### src/rtl/kv_map_arbiter_if.sv
// ---------------------------------------------------------------------------
// kv_map_arbiter_if
// Bundles the requester-side and kv-map-side signals of kv_map_arbiter.
//   Requester r (r0/r1) : insert/find strobes with key/value in, busy and
//                         find result (stb/match/value) out.
//   kv-map side         : insert/find strobes with key/value out,
//                         kv_map_busy and find result in.
//   overflow_err        : sticky slot-overflow flag out of the arbiter.
// Modports: slave = arbiter view, master = environment view.
// ---------------------------------------------------------------------------
interface kv_map_arbiter_if #(
    parameter int KEY_W = 16,
    parameter int VAL_W = 112
);
    logic             r0_insert_stb, r1_insert_stb;
    logic [KEY_W-1:0] r0_insert_key, r1_insert_key;
    logic [VAL_W-1:0] r0_insert_value, r1_insert_value;
    logic             r0_find_stb, r1_find_stb;
    logic [KEY_W-1:0] r0_find_key, r1_find_key;
    logic             r0_busy, r1_busy;
    logic             r0_find_res_stb, r1_find_res_stb;
    logic             r0_find_res_match, r1_find_res_match;
    logic [VAL_W-1:0] r0_find_res_value, r1_find_res_value;
    logic             insert_key_stb;
    logic [KEY_W-1:0] insert_key;
    logic [VAL_W-1:0] insert_value;
    logic             find_key_stb;
    logic [KEY_W-1:0] find_key;
    logic             kv_map_busy;
    logic             find_res_stb;
    logic             find_res_match;
    logic [VAL_W-1:0] find_res_value;
    logic             overflow_err;

    modport slave (
        input  r0_insert_stb, r0_insert_key, r0_insert_value, r0_find_stb, r0_find_key,
        input  r1_insert_stb, r1_insert_key, r1_insert_value, r1_find_stb, r1_find_key,
        output r0_busy, r0_find_res_stb, r0_find_res_match, r0_find_res_value,
        output r1_busy, r1_find_res_stb, r1_find_res_match, r1_find_res_value,
        output insert_key_stb, insert_key, insert_value, find_key_stb, find_key,
        input  kv_map_busy, find_res_stb, find_res_match, find_res_value,
        output overflow_err
    );

    modport master (
        output r0_insert_stb, r0_insert_key, r0_insert_value, r0_find_stb, r0_find_key,
        output r1_insert_stb, r1_insert_key, r1_insert_value, r1_find_stb, r1_find_key,
        input  r0_busy, r0_find_res_stb, r0_find_res_match, r0_find_res_value,
        input  r1_busy, r1_find_res_stb, r1_find_res_match, r1_find_res_value,
        input  insert_key_stb, insert_key, insert_value, find_key_stb, find_key,
        output kv_map_busy, find_res_stb, find_res_match, find_res_value,
        input  overflow_err
    );
endinterface

### src/rtl/kv_map_arbiter.sv
// ---------------------------------------------------------------------------
// kv_map_arbiter
// Two-requester front end for a single kv-map. Each requester owns one
// pending insert slot and one pending find slot; a round-robin FSM issues
// one kv-map operation at a time (insert before find within a requester)
// and routes find results back to the requester that issued the find.
// Ports:
//   clk    : clock, rising edge
//   rst_n  : asynchronous active-low reset
//   bus    : kv_map_arbiter_if.slave (requester, kv-map and overflow_err)
// Optional feature: define KV_MAP_ARBITER_TIMEOUT_EN to bound WAIT_RES to
// TIMEOUT_CYC cycles; a timed-out find returns match=0, value=0.
// ---------------------------------------------------------------------------
module kv_map_arbiter #(
    parameter int KEY_W       = 16,
    parameter int VAL_W       = 112,
    parameter int TIMEOUT_CYC = 256
) (
    input logic             clk,
    input logic             rst_n,
    kv_map_arbiter_if.slave bus
);
    typedef enum logic [1:0] {IDLE, ISSUE_INS, ISSUE_FIND, WAIT_RES} state_t;

    if (TIMEOUT_CYC < 2 || TIMEOUT_CYC > 65535) begin : g_bad_timeout
        $error("kv_map_arbiter: TIMEOUT_CYC out of range 2..65535");
    end

    // requester inputs gathered into index-by-requester vectors
    logic [1:0]            w_ins_stb, w_find_stb;
    logic [1:0][KEY_W-1:0] w_ins_key, w_find_key;
    logic [1:0][VAL_W-1:0] w_ins_val;
    assign w_ins_stb  = {bus.r1_insert_stb,   bus.r0_insert_stb};
    assign w_ins_key  = {bus.r1_insert_key,   bus.r0_insert_key};
    assign w_ins_val  = {bus.r1_insert_value, bus.r0_insert_value};
    assign w_find_stb = {bus.r1_find_stb,     bus.r0_find_stb};
    assign w_find_key = {bus.r1_find_key,     bus.r0_find_key};

    state_t                r_state;
    logic                  r_ptr, r_owner;
    logic [1:0]            r_ins_occ, r_find_occ;
    logic [1:0][KEY_W-1:0] r_ins_key, r_find_key;
    logic [1:0][VAL_W-1:0] r_ins_val;
    logic                  r_ins_stb_o, r_find_stb_o;
    logic [KEY_W-1:0]      r_ins_key_o, r_find_key_o;
    logic [VAL_W-1:0]      r_ins_val_o;
    logic [1:0]            r_res_stb, r_res_match;
    logic [1:0][VAL_W-1:0] r_res_val;
    logic                  r_ovf;

    logic w_tmo;
`ifdef KV_MAP_ARBITER_TIMEOUT_EN
    localparam logic [15:0] TMO_LAST = 16'(TIMEOUT_CYC - 1);
    logic [15:0] r_tmo_cnt;
    // counter is 0 in the first WAIT_RES cycle, so the result lands exactly
    // TIMEOUT_CYC cycles after WAIT_RES was entered
    assign w_tmo = (r_state == WAIT_RES) && (r_tmo_cnt == TMO_LAST);
`else
    assign w_tmo = 1'b0;
`endif

    logic [1:0] w_pend, w_owner_oh, w_ins_free, w_find_free, w_busy;
    logic       w_res_done, w_gnt, w_gnt_id;
    assign w_pend      = r_ins_occ | r_find_occ;
    assign w_owner_oh  = r_owner ? 2'b10 : 2'b01;
    assign w_res_done  = (r_state == WAIT_RES) && (bus.find_res_stb || w_tmo);
    assign w_ins_free  = (r_state == ISSUE_INS) ? w_owner_oh : 2'b00;
    assign w_find_free = w_res_done ? w_owner_oh : 2'b00;
    assign w_busy      = w_pend | ((r_state != IDLE) ? w_owner_oh : 2'b00);
    assign w_gnt       = (r_state == IDLE) && !bus.kv_map_busy && (|w_pend);
    assign w_gnt_id    = w_pend[r_ptr] ? r_ptr : ~r_ptr;

    // Slots: a strobe is taken when the slot is empty or being freed this
    // very cycle; otherwise it is dropped and flagged.
    always_ff @(posedge clk or negedge rst_n) begin
        if (!rst_n) begin
            r_ins_occ  <= '0;
            r_find_occ <= '0;
            r_ins_key  <= '0;
            r_ins_val  <= '0;
            r_find_key <= '0;
            r_ovf      <= 1'b0;
        end else begin
            for (int r = 0; r < 2; r++) begin
                if (w_ins_stb[r]) begin
                    if (!r_ins_occ[r] || w_ins_free[r]) begin
                        r_ins_occ[r] <= 1'b1;
                        r_ins_key[r] <= w_ins_key[r];
                        r_ins_val[r] <= w_ins_val[r];
                    end else begin
                        r_ovf <= 1'b1;
                    end
                end else if (w_ins_free[r]) begin
                    r_ins_occ[r] <= 1'b0;
                end
                if (w_find_stb[r]) begin
                    if (!r_find_occ[r] || w_find_free[r]) begin
                        r_find_occ[r] <= 1'b1;
                        r_find_key[r] <= w_find_key[r];
                    end else begin
                        r_ovf <= 1'b1;
                    end
                end else if (w_find_free[r]) begin
                    r_find_occ[r] <= 1'b0;
                end
            end
        end
    end

    // Arbitration FSM with registered kv-side and result outputs
    always_ff @(posedge clk or negedge rst_n) begin
        if (!rst_n) begin
            r_state      <= IDLE;
            r_ptr        <= 1'b0;
            r_owner      <= 1'b0;
            r_ins_stb_o  <= 1'b0;
            r_ins_key_o  <= '0;
            r_ins_val_o  <= '0;
            r_find_stb_o <= 1'b0;
            r_find_key_o <= '0;
            r_res_stb    <= '0;
            r_res_match  <= '0;
            r_res_val    <= '0;
`ifdef KV_MAP_ARBITER_TIMEOUT_EN
            r_tmo_cnt    <= '0;
`endif
        end else begin
            r_res_stb <= '0;
            case (r_state)
                IDLE: begin
                    if (w_gnt) begin
                        r_owner <= w_gnt_id;
                        r_ptr   <= ~r_ptr;
                        if (r_ins_occ[w_gnt_id]) begin
                            r_ins_stb_o <= 1'b1;
                            r_ins_key_o <= r_ins_key[w_gnt_id];
                            r_ins_val_o <= r_ins_val[w_gnt_id];
                            r_state     <= ISSUE_INS;
                        end else begin
                            r_find_stb_o <= 1'b1;
                            r_find_key_o <= r_find_key[w_gnt_id];
                            r_state      <= ISSUE_FIND;
                        end
                    end
                end
                ISSUE_INS: begin
                    r_ins_stb_o <= 1'b0;
                    r_state     <= IDLE;
                end
                ISSUE_FIND: begin
                    r_find_stb_o <= 1'b0;
                    r_state      <= WAIT_RES;
`ifdef KV_MAP_ARBITER_TIMEOUT_EN
                    r_tmo_cnt    <= '0;
`endif
                end
                WAIT_RES: begin
                    if (bus.find_res_stb) begin
                        r_res_stb[r_owner]   <= 1'b1;
                        r_res_match[r_owner] <= bus.find_res_match;
                        r_res_val[r_owner]   <= bus.find_res_value;
                        r_state              <= IDLE;
                    end
`ifdef KV_MAP_ARBITER_TIMEOUT_EN
                    else if (w_tmo) begin
                        r_res_stb[r_owner]   <= 1'b1;
                        r_res_match[r_owner] <= 1'b0;
                        r_res_val[r_owner]   <= '0;
                        r_state              <= IDLE;
                    end else begin
                        r_tmo_cnt <= r_tmo_cnt + 16'd1;
                    end
`endif
                end
                default: r_state <= IDLE;
            endcase
        end
    end

    assign bus.r0_busy           = w_busy[0];
    assign bus.r1_busy           = w_busy[1];
    assign bus.r0_find_res_stb   = r_res_stb[0];
    assign bus.r1_find_res_stb   = r_res_stb[1];
    assign bus.r0_find_res_match = r_res_match[0];
    assign bus.r1_find_res_match = r_res_match[1];
    assign bus.r0_find_res_value = r_res_val[0];
    assign bus.r1_find_res_value = r_res_val[1];
    assign bus.insert_key_stb    = r_ins_stb_o;
    assign bus.insert_key        = r_ins_key_o;
    assign bus.insert_value      = r_ins_val_o;
    assign bus.find_key_stb      = r_find_stb_o;
    assign bus.find_key          = r_find_key_o;
    assign bus.overflow_err      = r_ovf;
endmodule

### src/flat_wrapper.sv
// flat-port wrapper written by rule: the top's interface ports become plain ports
module kv_map_arbiter_flat 
#(
    parameter int KEY_W       = 16,
    parameter int VAL_W       = 112,
    parameter int TIMEOUT_CYC = 256
)
  (clk, rst_n, bus_r0_insert_stb, bus_r0_insert_key, bus_r0_insert_value, bus_r0_find_stb, bus_r0_find_key, bus_r1_insert_stb, bus_r1_insert_key, bus_r1_insert_value, bus_r1_find_stb, bus_r1_find_key, bus_r0_busy, bus_r0_find_res_stb, bus_r0_find_res_match, bus_r0_find_res_value, bus_r1_busy, bus_r1_find_res_stb, bus_r1_find_res_match, bus_r1_find_res_value, bus_insert_key_stb, bus_insert_key, bus_insert_value, bus_find_key_stb, bus_find_key, bus_kv_map_busy, bus_find_res_stb, bus_find_res_match, bus_find_res_value, bus_overflow_err);
  kv_map_arbiter_if #(.KEY_W(KEY_W), .VAL_W(VAL_W)) bus_i ();
  input logic clk;
  input logic rst_n;
  input wire logic [$bits(bus_i.r0_insert_stb)-1:0] bus_r0_insert_stb;
  input wire logic [$bits(bus_i.r0_insert_key)-1:0] bus_r0_insert_key;
  input wire logic [$bits(bus_i.r0_insert_value)-1:0] bus_r0_insert_value;
  input wire logic [$bits(bus_i.r0_find_stb)-1:0] bus_r0_find_stb;
  input wire logic [$bits(bus_i.r0_find_key)-1:0] bus_r0_find_key;
  input wire logic [$bits(bus_i.r1_insert_stb)-1:0] bus_r1_insert_stb;
  input wire logic [$bits(bus_i.r1_insert_key)-1:0] bus_r1_insert_key;
  input wire logic [$bits(bus_i.r1_insert_value)-1:0] bus_r1_insert_value;
  input wire logic [$bits(bus_i.r1_find_stb)-1:0] bus_r1_find_stb;
  input wire logic [$bits(bus_i.r1_find_key)-1:0] bus_r1_find_key;
  output wire logic [$bits(bus_i.r0_busy)-1:0] bus_r0_busy;
  output wire logic [$bits(bus_i.r0_find_res_stb)-1:0] bus_r0_find_res_stb;
  output wire logic [$bits(bus_i.r0_find_res_match)-1:0] bus_r0_find_res_match;
  output wire logic [$bits(bus_i.r0_find_res_value)-1:0] bus_r0_find_res_value;
  output wire logic [$bits(bus_i.r1_busy)-1:0] bus_r1_busy;
  output wire logic [$bits(bus_i.r1_find_res_stb)-1:0] bus_r1_find_res_stb;
  output wire logic [$bits(bus_i.r1_find_res_match)-1:0] bus_r1_find_res_match;
  output wire logic [$bits(bus_i.r1_find_res_value)-1:0] bus_r1_find_res_value;
  output wire logic [$bits(bus_i.insert_key_stb)-1:0] bus_insert_key_stb;
  output wire logic [$bits(bus_i.insert_key)-1:0] bus_insert_key;
  output wire logic [$bits(bus_i.insert_value)-1:0] bus_insert_value;
  output wire logic [$bits(bus_i.find_key_stb)-1:0] bus_find_key_stb;
  output wire logic [$bits(bus_i.find_key)-1:0] bus_find_key;
  input wire logic [$bits(bus_i.kv_map_busy)-1:0] bus_kv_map_busy;
  input wire logic [$bits(bus_i.find_res_stb)-1:0] bus_find_res_stb;
  input wire logic [$bits(bus_i.find_res_match)-1:0] bus_find_res_match;
  input wire logic [$bits(bus_i.find_res_value)-1:0] bus_find_res_value;
  output wire logic [$bits(bus_i.overflow_err)-1:0] bus_overflow_err;
  assign bus_i.r0_insert_stb = bus_r0_insert_stb;
  assign bus_i.r0_insert_key = bus_r0_insert_key;
  assign bus_i.r0_insert_value = bus_r0_insert_value;
  assign bus_i.r0_find_stb = bus_r0_find_stb;
  assign bus_i.r0_find_key = bus_r0_find_key;
  assign bus_i.r1_insert_stb = bus_r1_insert_stb;
  assign bus_i.r1_insert_key = bus_r1_insert_key;
  assign bus_i.r1_insert_value = bus_r1_insert_value;
  assign bus_i.r1_find_stb = bus_r1_find_stb;
  assign bus_i.r1_find_key = bus_r1_find_key;
  assign bus_r0_busy = bus_i.r0_busy;
  assign bus_r0_find_res_stb = bus_i.r0_find_res_stb;
  assign bus_r0_find_res_match = bus_i.r0_find_res_match;
  assign bus_r0_find_res_value = bus_i.r0_find_res_value;
  assign bus_r1_busy = bus_i.r1_busy;
  assign bus_r1_find_res_stb = bus_i.r1_find_res_stb;
  assign bus_r1_find_res_match = bus_i.r1_find_res_match;
  assign bus_r1_find_res_value = bus_i.r1_find_res_value;
  assign bus_insert_key_stb = bus_i.insert_key_stb;
  assign bus_insert_key = bus_i.insert_key;
  assign bus_insert_value = bus_i.insert_value;
  assign bus_find_key_stb = bus_i.find_key_stb;
  assign bus_find_key = bus_i.find_key;
  assign bus_i.kv_map_busy = bus_kv_map_busy;
  assign bus_i.find_res_stb = bus_find_res_stb;
  assign bus_i.find_res_match = bus_find_res_match;
  assign bus_i.find_res_value = bus_find_res_value;
  assign bus_overflow_err = bus_i.overflow_err;
  kv_map_arbiter #(.KEY_W(KEY_W), .VAL_W(VAL_W), .TIMEOUT_CYC(TIMEOUT_CYC)) u_core (.clk(clk), .rst_n(rst_n), .bus(bus_i));
endmodule
### config.mk
export PLATFORM = sky130hd
export DESIGN_NAME = kv_map_arbiter_flat
export DESIGN_NICKNAME = d
export VERILOG_FILES = /design/src/rtl/kv_map_arbiter_if.sv /design/src/rtl/kv_map_arbiter.sv /design/src/flat_wrapper.sv
export SDC_FILE = /design/constraint.sdc
export NUM_CORES = 1
export LEC_CHECK = 0
export BUFFER_PORTS_ARGS = -buffer_cell sky130_fd_sc_hd__buf_2
export CAP_MARGIN = 0
export CORE_AREA = 2 2 302 304
export DETAILED_ROUTE_END_ITERATION = 7
export DIE_AREA = 0 0 304 306
export REMOVE_ABC_BUFFERS = 1
export SLEW_MARGIN = 5
export SYNTH_ARGS = -nofsm -noshare
export SYNTH_HDL_FRONTEND = slang
export SYNTH_SLANG_ARGS = --single-unit
### constraint.sdc
create_clock -name clk -period 2.7 [get_ports clk]
set_input_delay 0.405 -clock clk [delete_from_list [all_inputs] [get_ports clk]]
set_output_delay 0.405 -clock clk [all_outputs]
set_load 0.1 [all_outputs]
* Yosys cells after proc, flatten, opt, wreduce, memory -nomap -nowiden
Cells that the tools add are included.
W data, S select, Z words.
** Word-level totals
- Bits in registers :: 671
- Input bits :: 409
** Cells by class
- Magnitude comparators :: 4
- Equal/unequal tests :: 11
- Multiplexer cells :: 53
- Bitwise operators :: 4
- Reduce and logical (&&, ||, !) cells :: 37
** Operator list (count)
- $mux W112 :: 3
- $bwmux W224 :: 1
- $demux W112 S1 :: 1
- $mux W16 :: 4
- $mux W1 :: 30
- $reduce_and A2 Y1 :: 11
- $mux W2 :: 9
- $reduce_bool A2 Y1 :: 7
- $reduce_and A3 Y1 :: 4
- $ne A2 B1 Y1 const B :: 5
- $pmux W2 S4 :: 1
- $lt A1 B2 Y1 const B :: 3
- $ne A2 B2 Y1 const B :: 3
- $logic_not A1 Y1 :: 5
- $eq A2 B2 Y1 const B :: 2
- $logic_and A1 B1 Y1 :: 4
- $logic_or A1 B1 Y1 :: 4
- $or A2 B2 Y2 :: 2
- $pmux W1 S2 :: 2
- $bwmux W2 :: 1
- $eq A2 B1 Y1 const B :: 1
- $logic_not A2 Y1 :: 1
- $not A1 Y1 :: 2
- $reduce_or A2 Y1 :: 1
- other kinds (2) :: 2

* Depth between registers and ports, before layout
Gate-level depths: netlist of run 1.
- Word-level depth :: 11
- Depth in mapped cells :: 8
- Mapped depth without buffers :: 4

* Worst setup path before layout of run 1
No wires, ideal clock.
- Path type :: register -> output
- From :: reg u_core.r_state[1]
- To :: out bus_r0_busy
- Arrival time :: 2611 ps
- Required time :: 2295 ps
- Setup slack :: -316 ps
- Cell stages (with the launch flop) :: 4
- Buffers on the path :: 1
- Cell sequence :: dfrtp_1 > buf_2 > nor2_1 > o21ai_0
** On the way
- Longest elaborated chain between the ends :: 3
** RTL lines
- start: declaration :: line kv_map_arbiter.sv:39 : state_t r_state;
- start signal: assignment :: line kv_map_arbiter.sv:113 : r_state <= IDLE;
- start signal: assignment :: line kv_map_arbiter.sv:138 : r_state <= ISSUE_INS;
- start signal: assignment :: line kv_map_arbiter.sv:142 : r_state <= ISSUE_FIND;
- $reduce_bool A2 Y1 :: line kv_map_arbiter.sv:69 : assign w_busy = w_pend | ((r_state != IDLE) ? w_owner_oh : 2'b00);
- $mux W2 :: line kv_map_arbiter.sv:69
- $or A2 B2 Y2 :: line kv_map_arbiter.sv:69
- end: declaration :: line flat_wrapper.sv:22 : output wire logic [$bits(bus_i.r0_busy)-1:0] bus_r0_busy;
No other way between the ends.

* Worst setup path in the final report of run 1
- From :: reg u_core.r_state[1]
- To :: reg u_core.r_ins_val[178] (netlist bit)
** On the way
- Longest elaborated chain between the ends :: 4
** RTL lines
- $eq A2 B1 Y1 :: line kv_map_arbiter.sv:67 : assign w_ins_free = (r_state == ISSUE_INS) ? w_owner_oh : 2'b00;
- $mux W2 :: line kv_map_arbiter.sv:67
- $logic_or A1 B1 Y1 :: line kv_map_arbiter.sv:86 : if (!r_ins_occ[r] || w_ins_free[r]) begin
- $reduce_and A2 Y1 (no line)
- end signal: indexed assignment :: line kv_map_arbiter.sv:89 : r_ins_val[r] <= w_ins_val[r];
- end: declaration :: line kv_map_arbiter.sv:43 : logic [1:0][VAL_W-1:0] r_ins_val;
No other way between the ends.
A chain may end at the register's enable or synchronous reset.

==> results of run 1 <==
[stage by stage]
stage | cells | hold WS (ns) | setup TNS (ns) | area [sq um] | worst slack, ns
after CTS | 4663 | 0.002010 | 0 | 38500 | 0.3305
after global routing | 4667 | 0.009684 | 0 | 38510 | 0.2127
after detailed placement | 4134 | 0.4515 | 0 | 31900 | 0.3687
after global placement | 4134 | 0.4414 | 0 | 31900 | 0.3647
after floorplan | 2104 | 0.1094 | -2978.24 | 25650 | -14.28
final | 4668 | 0.06140 | 0 | 38510 | 0.3507
[registers in the layout (all words and copies together) (netlist names)]
register and cells:
u_core.bus.overflow_err 1, u_core.r_find_occ 2, u_core.r_owner 1, u_core.r_ins_key 32
u_core.bus.r0_find_res_value 112, u_core.r_ins_val 224, u_core.bus.insert_key_stb 1, u_core.r_res_match 2
u_core.bus.find_key_stb 1, u_core.r_state 2, u_core.bus.insert_key 16, u_core.r_ptr 1
u_core.r_res_stb 2, u_core.r_find_key 32, u_core.bus.insert_value 112, u_core.r_ins_occ 2
u_core.bus.r1_find_res_value 112, u_core.bus.find_key 16
[layer usage]
metal  routed length, um  track usage [%]
met1               36420            23.17
met2               41980            30.56
met3                4887            4.140
met4                4602            9.615
met5                   0                0
[worst max-delay path, delay by kind of cell (launching register included)]
family | cells | cell delay, ns
simple gates | 2 | 0.81
flops | 1 | 0.46
mux | 1 | 0.36
buf+inv | 1 | 0.32
compound gates | 1 | 0.22
[area by class of cell]
type	instances	area share [%]
Antenna cell	5	0.03249
Tap cell	1176	3.820
Clock inverter	21	0.9551
Clock buffer	112	5.890
Multi-Input combinational cell	1427	23.06
Timing Repair Buffer	1250	22.58
Inverter	6	0.06497
Sequential cell	671	43.60
[placed cells by master, fill, tap and decap left out, drive strengths merged, types with 2 or more instances in the layout]
master,count
clkinvlp,2
dfrtp,671
nand2,815
inv,6
mux2,320
o21ai,135
nand2b,3
clkbuf,112
mux2i,128
diode,5
dlygate4sd3,396
nor2,4
nand3,2
a21boi,5
a21o,3
bufinv,10
clkinv,9
buf,854
[kinds of logic after synthesis]
family,synth area share (%)
compound gates,3.026
xor+xnor,0.03300
buf+inv,3.450
flops,63.25
mux,18.40
simple gates,11.84
[worst paths after layout]
kind | start | to | slack (ns) | cells after the start
worst max-delay path | u_core.r_state[1]$_DFFE_PN0P_ | u_core.r_ins_val[178]$_DFFE_PN0P_ | 0.35 | 5
worst min-delay path | bus_r0_insert_value[66] | u_core.r_ins_val[66]$_DFFE_PN0P_ | 0.06 | 2
worst max register to register | u_core.r_state[1]$_DFFE_PN0P_ | u_core.r_ins_val[178]$_DFFE_PN0P_ | 0.35 | 5
worst min register to register | u_core.bus.r0_find_res_value[20]$_DFFE_PN0P_ | u_core.bus.r0_find_res_value[20]$_DFFE_PN0P_ | 0.47 | 2
max in group asynchronous | rst_n | u_core.r_ins_val[50]$_DFFE_PN0P_ | 1.32 | 3
min in group asynchronous | rst_n | u_core.r_ins_val[28]$_DFFE_PN0P_ | 0.39 | 2
[cells in the mapped netlist, drive strengths merged]
| cell type | n |
|---|---|
| or3 | 1 |
| dfrtp | 671 |
| nand2b | 3 |
| o31ai | 1 |
| o21ai | 135 |
| mux2 | 320 |
| clkinv | 2 |
| inv | 4 |
| buf | 89 |
| o21a | 1 |
| a21oi | 1 |
| mux2i | 128 |
| nand4 | 1 |
| nand3 | 2 |
| xor2 | 1 |
| a21o | 3 |
| o21bai | 1 |
| a21boi | 5 |
| and2 | 1 |
| nor2 | 4 |
| nand4b | 1 |
| nor3 | 1 |
| nand2 | 815 |
| clkbuf | 39 |
| o22ai | 1 |
| o221ai | 1 |
==> metrics.md, run 1 <==
| Metric | Value |
|---|---|
| CTS H-tree lvls | `3` |
| FP Rows | `110` |
| Net count, final | `between 3000 and 4000` |
| Fin crit period | `2.349 ns` |
| Crit Path Category | `register to register` |
| Share of the synthesized area in the top cell type | `63.25%` |
| Achievable Freq | `425.7 MHz` |
| #FFs+latches synth | `~670` |
| Critical Path End Type | `register` |
| Syn Area/Cell | `roughly 12 sq um` |
| Mapped Cells | `2232` |
| Die Y | `306 um` |
| Synth unique cells | `34` |
| Status | `completed` |
| Final Hold Fails | `0` |
| All-layer global routing usage | `a little under a fifth` |
| Vias in the first global route | `22418` |
| CTS sink count | `approximately 670` |
| Worst path slowest cell | `and2_4` |
| Register area | `0.01679 sq mm` |
| Io pins | `786` |
| CTS tree | `built` |
| Hold buffers post-CTS | `396` |
| CTS Root Cell | `clkbuf_16` |
| Detailed-route DRC error count | `0` |
| HP Class | `input port to register` |
| Final Skew | `0.01779 ns` |
| WL/cell | `between 15 and 20 um` |
| Placer congestion estimate | `0.8975` |
| Area contributors post-synth | `dfrtp_1, mux2_2, nand2_1` |
| Rel. slew slack | `a little over half` |
| Reg clk slew, reported paths | `0.06 ns` |
| Max-cap violations | `0` |
| Filler instances | `~8400` |
| Initial DRC Count | `1316` |
| Total Wirelength | `87.89 mm` |
| CTS Buf Count | `75` |
| Grt ovf | `0` |
| DP HPWL | `61.52 mm` |
| Via density per instance | `4.487` |
| Unrepaired setup endpoints after global routing | `false` |
| Initial DRT Pass Iterations | `5` |
| Fin. max-slew vios | `0` |
| Chip Width | `between 300 and 400 um` |
| Worst path max stage delay | `just under 0.6 ns` |
| Finished Core Util | `42.99%` |
| Clock Latency Late Sink | `0.63 ns` |
| Startpoint Class | `register` |
| Multi-input logic area | `0.008882 sq mm` |
| Warnings from Yosys | `0` |
| Vias post-DR | `20943` |
| Core box area | `0.08960 sq mm` |
| First-pass GRT wire length | `about 130 mm` |
| Crit path DAT | `2.84 ns` |
| Critical path, cell by cell | `nand2b_1 -> o21ai_1 -> and2_4 -> buf_4 -> mux2_2` |
| Final setup viols | `0` |
| Share of cells above drive strength 1 | `36.19%` |
| IO buf count | `785` |
| Post-CTS setup buffers | `0` |
| Initial antenna violation count | `6` |
| Post-synthesis sequential area ratio | `63.25%` |
| CP required | `3.19 ns` |
| CTS-repair resized insts | `0` |
| Starting density of the core | `29.63%` |
| Bufs on Longest Clock Path | `3` |
| Post-route antenna net violation count | `0` |
| Crit-path max FO | `30` |
| Layout area overhead | `45.09%` |
| Die area | `between 0.09 and 0.1 sq mm` |
| Tcrit/Tclk final | `87.01%` |
| Mapped Area | `0.02655 sq mm` |
| Synth area leader | `dfrtp_1` |
| Largest net degree at the start of global routing | `around 120` |
| Tightest Pin Transition | `about 0.7 ns` |
Power of run 1 is left out: the tool's default activity adds up to more than one toggle a clock period on the data nets, which glitch-free logic cannot reach.
==> run 2: changes to the inputs <==
clock period = 2.5 ns   (was 2.7 ns; I/O delays follow)
==> metrics.md, run 2 (same netlist as run 1, synthesis figures left out) <==
| Metric | Value |
|---|---|
| Crit path DAT | `2.78 ns (was 2.84 ns)` |
| Fin. max-slew vios | `0 (unchanged)` |
| CTS Buf Count | `76 (was 75)` |
| Commonest non-fill, non-tap cell in the layout | `nand2_1 (unchanged)` |
| Placer congestion estimate | `0.8981 (was 0.8975)` |
| Detailed-route DRC error count | `0 (unchanged)` |
| Achievable Freq | `439.6 MHz (was 425.7 MHz)` |
| Fin crit period | `2.275 ns (was 2.349 ns)` |
| Status | `completed (unchanged)` |
| Post-CTS setup buffers | `0 (unchanged)` |
| Most flops, register | `u_core.r_ins_val (unchanged)` |
| IO buf count | `785 (unchanged)` |
| CTS sink count | `671 (unchanged)` |
| FF-to-FF setup slack | `0.23 ns (was 0.35 ns)` |
| Vias in the first global route | `22372 (was 22418)` |
| Chip Width | `304 um (unchanged)` |
| Bufs on Longest Clock Path | `3 (unchanged)` |
| Vias post-DR | `20995 (was 20943)` |
| Layout area overhead | `45.92% (was 45.09%)` |
| Max-cap violations | `0 (unchanged)` |
| Tcrit/Tclk final | `91.00% (was 87.01%)` |
| Share of cells above drive strength 1 | `36.32% (was 36.19%)` |
| Multi-input logic area | `0.008882 sq mm (unchanged)` |
| Net count, final | `3858 (was 3840)` |
| Rel. slew slack | `40.30% (was 54.06%)` |
| Critical Path End Type | `register (unchanged)` |
| All-layer global routing usage | `18.64% (was 18.66%)` |
| WL/cell | `18.84 um (was 18.83 um)` |
| Total Wirelength | `88.39 mm (was 87.89 mm)` |
| Tightest Pin Transition | `0.8955 ns (was 0.6891 ns)` |
| Register area | `0.01679 sq mm (unchanged)` |
| Critical R2R Capture | `u_core.r_ins_val[148]$_DFFE_PN0P_ (was u_core.r_ins_val[178]$_DFFE_PN0P_)` |
| Max reg flops | `224 (unchanged)` |
| Hold EP | `u_core.r_state[1]$_DFFE_PN0P_ (was u_core.r_ins_val[66]$_DFFE_PN0P_)` |
| Initial DRC Count | `1485 (was 1316)` |
| Hold Startpoint | `bus_find_res_stb (was bus_r0_insert_value[66])` |
| Crit Path Category | `register to register (unchanged)` |
| Starting density of the core | `29.63% (unchanged)` |
| HP Class | `input port to register (unchanged)` |
| Final setup viols | `0 (unchanged)` |
| Grt ovf | `0 (unchanged)` |
| Post-route antenna net violation count | `0 (unchanged)` |
| CTS tree | `built (unchanged)` |
| Initial antenna violation count | `8 (was 6)` |
| Final std cells w/o fill | `4691 (was 4668)` |
| Via density per instance | `4.476 (was 4.487)` |
| Placed cells | `4141 (was 4134)` |
| Initial DRT Pass Iterations | `7 (was 5)` |
| CTS H-tree lvls | `3 (unchanged)` |
| Core box area | `0.08960 sq mm (unchanged)` |
| Most frequent cells in the layout | `nand2_1, buf_2, dfrtp_1 (unchanged)` |
| Reg clk slew, reported paths | `0.06 ns (about the same)` |
| Largest net degree at the start of global routing | `116 (was 122)` |
| Worst-case reg-to-reg path depth | `5 (unchanged)` |
| CTS-repair resized insts | `0 (unchanged)` |
| Filler instances | `8343 (was 8359)` |
| Setup ws final | `0.2250 ns (was 0.3507 ns)` |
| Setup TNS | `0 ns (unchanged)` |
| Die Y | `306 um (unchanged)` |
| CTS Root Cell | `clkbuf_16 (unchanged)` |
| Pre-CTS WS | `0.2239 ns (was 0.3687 ns)` |
| Hold path depth | `3 (was 2)` |
| Io pins | `786 (unchanged)` |
| Final Hold Fails | `0 (unchanged)` |
| Clock Latency Late Sink | `0.63 ns (about the same)` |
| Crit-path max FO | `22 (was 30)` |
| CP required | `3.01 ns (was 3.19 ns)` |
| First-pass GRT wire length | `134.5 mm (was 134.7 mm)` |
| Startpoint Class | `register (unchanged)` |
| Final Skew | `0.01609 ns (was 0.01779 ns)` |
| DP HPWL | `62.28 mm (was 61.52 mm)` |
| Reg-to-reg startpoint | `u_core.r_state[1]$_DFFE_PN0P_ (unchanged)` |
| FP Rows | `110 (unchanged)` |
| Unrepaired setup endpoints after global routing | `false (unchanged)` |
| Die area | `0.09302 sq mm (unchanged)` |
==> run 2: cell count changes in the layout (fill, tap and decap cells not counted), moves of 2 or more <==
cell           previous run  this run
clkinv_8                  0         2
inv_6                     2         4
buf_12                   22        24
dlygate4sd3_1           396       406
buf_4                    47        52
clkbuf_8                 21        16
clkbuf_16                77        79
clkinv_2                  9        12
==> run 2: worst max-delay path, cell delays in order (launching register included) <==
cell      delay (ns)
dfrtp_1         0.46
nand2b_1        0.22
o21ai_1         0.23
and2_4          0.56
buf_4           0.28
mux2_2          0.35
==> run 2: stage by stage <==
stage	utilization [%]	hold WS (ns)	area, sq um
3_3_place_gp	35.69	0.3756	31980
2_1_floorplan	-	0.07941	25650
5_1_grt	43.23	0.1156	38730
4_1_cts	43.22	0.04072	38720
6_report	43.23	0.1162	38740
3_5_place_dp	35.69	0.3842	31980
==> run 2: layer usage <==
metal / track usage, % / vias to the layer above / part of all wire, %
met5: 0 / - / 0.018
met4: 9.742 / 2 / 4.8
met3: 3.954 / 238 / 6.4
met2: 30.59 / 758 / 48
met1: 23.14 / 10212 / 41
li1: - / 9785 / -
==> run 2: how the worst max path moves through the flow <==
stage / from / end / slack (ns) / depth (start not counted)
floorplan: u_core.r_find_occ[0]$_DFFE_PN0P_ / u_core.bus.find_key[0]$_DFFE_PN0P_ / -14.48 / 3
global placement: u_core.r_state[1]$_DFFE_PN0P_ / u_core.r_ins_val[187]$_DFFE_PN0P_ / 0.26 / 5
detailed placement: u_core.r_state[1]$_DFFE_PN0P_ / u_core.r_ins_val[148]$_DFFE_PN0P_ / 0.22 / 5
CTS: u_core.r_state[1]$_DFFE_PN0P_ / bus_r0_busy / 0.15 / 3
global route: u_core.r_state[1]$_DFFE_PN0P_ / bus_r0_busy / 0.07 / 3
finish: u_core.r_state[1]$_DFFE_PN0P_ / u_core.r_ins_val[148]$_DFFE_PN0P_ / 0.23 / 5
==> run 2: cell type report <==
cell class              instances  share of cell area, %
diodes                          5                0.03230
clock buffers                 109                  5.808
clock inverters                30                  1.111
inverters                       6                0.06460
multi-input cells            1427                  22.93
flip-flops and latches        671                  43.35
well taps                    1176                  3.799
repair buffers               1267                  22.91
==> run 2: repair_timing <==
| item | 4_1_cts | 5_1_grt |
|---|---|---|
| endpoints found under the setup margin | 0 | 0 |
| hold endpoints to repair | 541 | 0 |
| hold buffers | 406 | 0 |
Power of run 2 is left out for the same reason.
==> run 3: changes to the inputs <==
CTS_BUF_LIST = sky130_fd_sc_hd__clkbuf_16   (was not set)
==> metrics.md, run 3 (same netlist as run 1, synthesis figures left out) <==
| Metric | Value |
|---|---|
| Crit-path max FO | `7 (was 22)` |
| Reg-to-reg startpoint | `u_core.r_state[1]$_DFFE_PN0P_ (unchanged)` |
| DP HPWL | `62.28 mm (unchanged)` |
| Crit path DAT | `1.89 ns (was 2.78 ns)` |
| First-pass GRT wire length | `134.4 mm (was 134.5 mm)` |
| CTS tree | `built (unchanged)` |
| Rel. slew slack | `41.04% (was 40.30%)` |
| WL/cell | `18.84 um (about the same)` |
| Io pins | `786 (unchanged)` |
| Design area | `0.03858 sq mm (was 0.03874 sq mm)` |
| FP Rows | `110 (unchanged)` |
| CP required | `2.12 ns (was 3.01 ns)` |
| Startpoint Class | `register (unchanged)` |
| CTS-repair resized insts | `0 (unchanged)` |
| Detailed-route DRC error count | `0 (unchanged)` |
| Die area | `0.09302 sq mm (unchanged)` |
| Via density per instance | `4.473 (was 4.476)` |
| Critical R2R Capture | `u_core.r_ins_val[148]$_DFFE_PN0P_ (unchanged)` |
| Hold EP | `u_core.r_state[1]$_DFFE_PN0P_ (unchanged)` |
| Hold Startpoint | `bus_find_res_stb (unchanged)` |
| CTS sink count | `671 (unchanged)` |
| Most flops, register | `u_core.r_ins_val (unchanged)` |
| IO buf count | `785 (unchanged)` |
| Max reg flops | `224 (unchanged)` |
| Initial antenna violation count | `10 (was 8)` |
| Net count, final | `3858 (unchanged)` |
| Final Hold Fails | `0 (unchanged)` |
| Vias post-DR | `20991 (was 20995)` |
| CTS Root Cell | `clkbuf_16 (unchanged)` |
| Worst-case reg-to-reg path depth | `5 (unchanged)` |
| Pre-CTS WS | `0.2239 ns (unchanged)` |
| Initial DRC Count | `1434 (was 1485)` |
| Reg clk slew, reported paths | `0.06 ns (about the same)` |
| CTS H-tree lvls | `3 (unchanged)` |
| Placer congestion estimate | `0.8981 (unchanged)` |
| Grt ovf | `0 (unchanged)` |
| Final setup viols | `0 (unchanged)` |
| Vias in the first global route | `22376 (was 22372)` |
| Post-route antenna net violation count | `0 (unchanged)` |
| Max-cap violations | `0 (unchanged)` |
| Most frequent cells in the layout | `nand2_1, buf_2, dfrtp_1 (unchanged)` |
| All-layer global routing usage | `18.63% (was 18.64%)` |
| Tcrit/Tclk final | `90.60% (was 91.00%)` |
| Fin. max-slew vios | `0 (unchanged)` |
| Multi-input logic area | `0.008882 sq mm (unchanged)` |
| Placed Area | `0.03198 sq mm (unchanged)` |
| Starting density of the core | `29.63% (unchanged)` |
| Largest net degree at the start of global routing | `116 (unchanged)` |
| Unrepaired setup endpoints after global routing | `false (unchanged)` |
| Chip Width | `304 um (unchanged)` |
| Commonest non-fill, non-tap cell in the layout | `nand2_1 (unchanged)` |
| Filler instances | `8357 (was 8343)` |
| Bufs on Longest Clock Path | `3 (unchanged)` |
| Share of cells above drive strength 1 | `35.87% (was 36.32%)` |
| Hold path depth | `3 (unchanged)` |
| Status | `completed (unchanged)` |
| Register area | `0.01679 sq mm (unchanged)` |
| CTS Buf Count | `76 (unchanged)` |
| HP Class | `input port to register (unchanged)` |
| Layout area overhead | `45.34% (was 45.92%)` |
| Core box area | `0.08960 sq mm (unchanged)` |
| Achievable Freq | `441.5 MHz (was 439.6 MHz)` |
| Crit Path Category | `register to output pin (was register to register)` |
| Initial DRT Pass Iterations | `5 (was 7)` |
| Tightest Pin Transition | `0.8845 ns (was 0.8955 ns)` |
| Critical Path End Type | `output pin (was register)` |
| Die Y | `306 um (unchanged)` |
| Clock Latency Late Sink | `0.63 ns (about the same)` |
| Total Wirelength | `88.40 mm (was 88.39 mm)` |
| FF-to-FF setup slack | `0.25 ns (was 0.23 ns)` |
| Setup ws final | `0.2350 ns (was 0.2250 ns)` |
| Fin crit period | `2.265 ns (was 2.275 ns)` |
| Final Skew | `0.01675 ns (was 0.01609 ns)` |
[run 3: cell count changes in the layout (fill, tap and decap cells not counted), sizes merged]
cell,delta
clkinv,+16
diode,+2
inv,+14
clkbuf,-30
[run 3: worst max path at each step]
stage,to,start
4_1_cts,bus_r0_busy,u_core.r_state[1]$_DFFE_PN0P_
2_1_floorplan,u_core.bus.find_key[0]$_DFFE_PN0P_,u_core.r_find_occ[0]$_DFFE_PN0P_
5_1_grt,bus_r0_busy,u_core.r_state[1]$_DFFE_PN0P_
3_5_place_dp,u_core.r_ins_val[148]$_DFFE_PN0P_,u_core.r_state[1]$_DFFE_PN0P_
3_3_place_gp,u_core.r_ins_val[187]$_DFFE_PN0P_,u_core.r_state[1]$_DFFE_PN0P_
6_report,bus_r0_busy,u_core.r_state[1]$_DFFE_PN0P_
[run 3: repair_timing]
item,in CTS,in global routing
endpoints found under the hold margin,541,0
buffers inserted,0,0
hold buffers,406,0
endpoints found under the setup margin,0,0
[run 3: critical path: stages (launching register included)]
cell and delay, ns:
dfrtp_1 0.47, nor2_1 0.09, o21ai_0 0.21, buf_2 0.49
[run 3: per-stage QoR]
stage               utilization (%)  std cells  hold WS [ns]   TNS, ns
floorplan                         -       2104       0.07941  -3111.66
global placement              35.69       4141        0.3756         0
detailed placement            35.69       4141        0.3842         0
CTS                           43.04       4686       0.04072         0
global route                  43.05       4691        0.1156         0
finish                        43.06       4693        0.1148         0
[run 3: routing by layer]
| layer | wire [um] | global-route usage [%] | up-vias |
|---|---|---|---|
| li1 | - | - | 9795 |
| met1 | 36210 | 23.19 | 10238 |
| met2 | 42510 | 30.55 | 732 |
| met3 | 5437 | 3.885 | 224 |
| met4 | 4233 | 9.788 | 2 |
| met5 | 16 | 0 | - |
[run 3: final cells by class]
class / count / share of cell area, %
sequential: 671 / 43.52
multi-input combinational: 1427 / 23.02
timing repair buffer: 1267 / 23.00
clock buffer: 79 / 5.124
tap: 1176 / 3.814
clock inverter: 60 / 1.407
inverter: 6 / 0.06486
antenna: 7 / 0.04540
Power of run 3 is left out for the same reason.
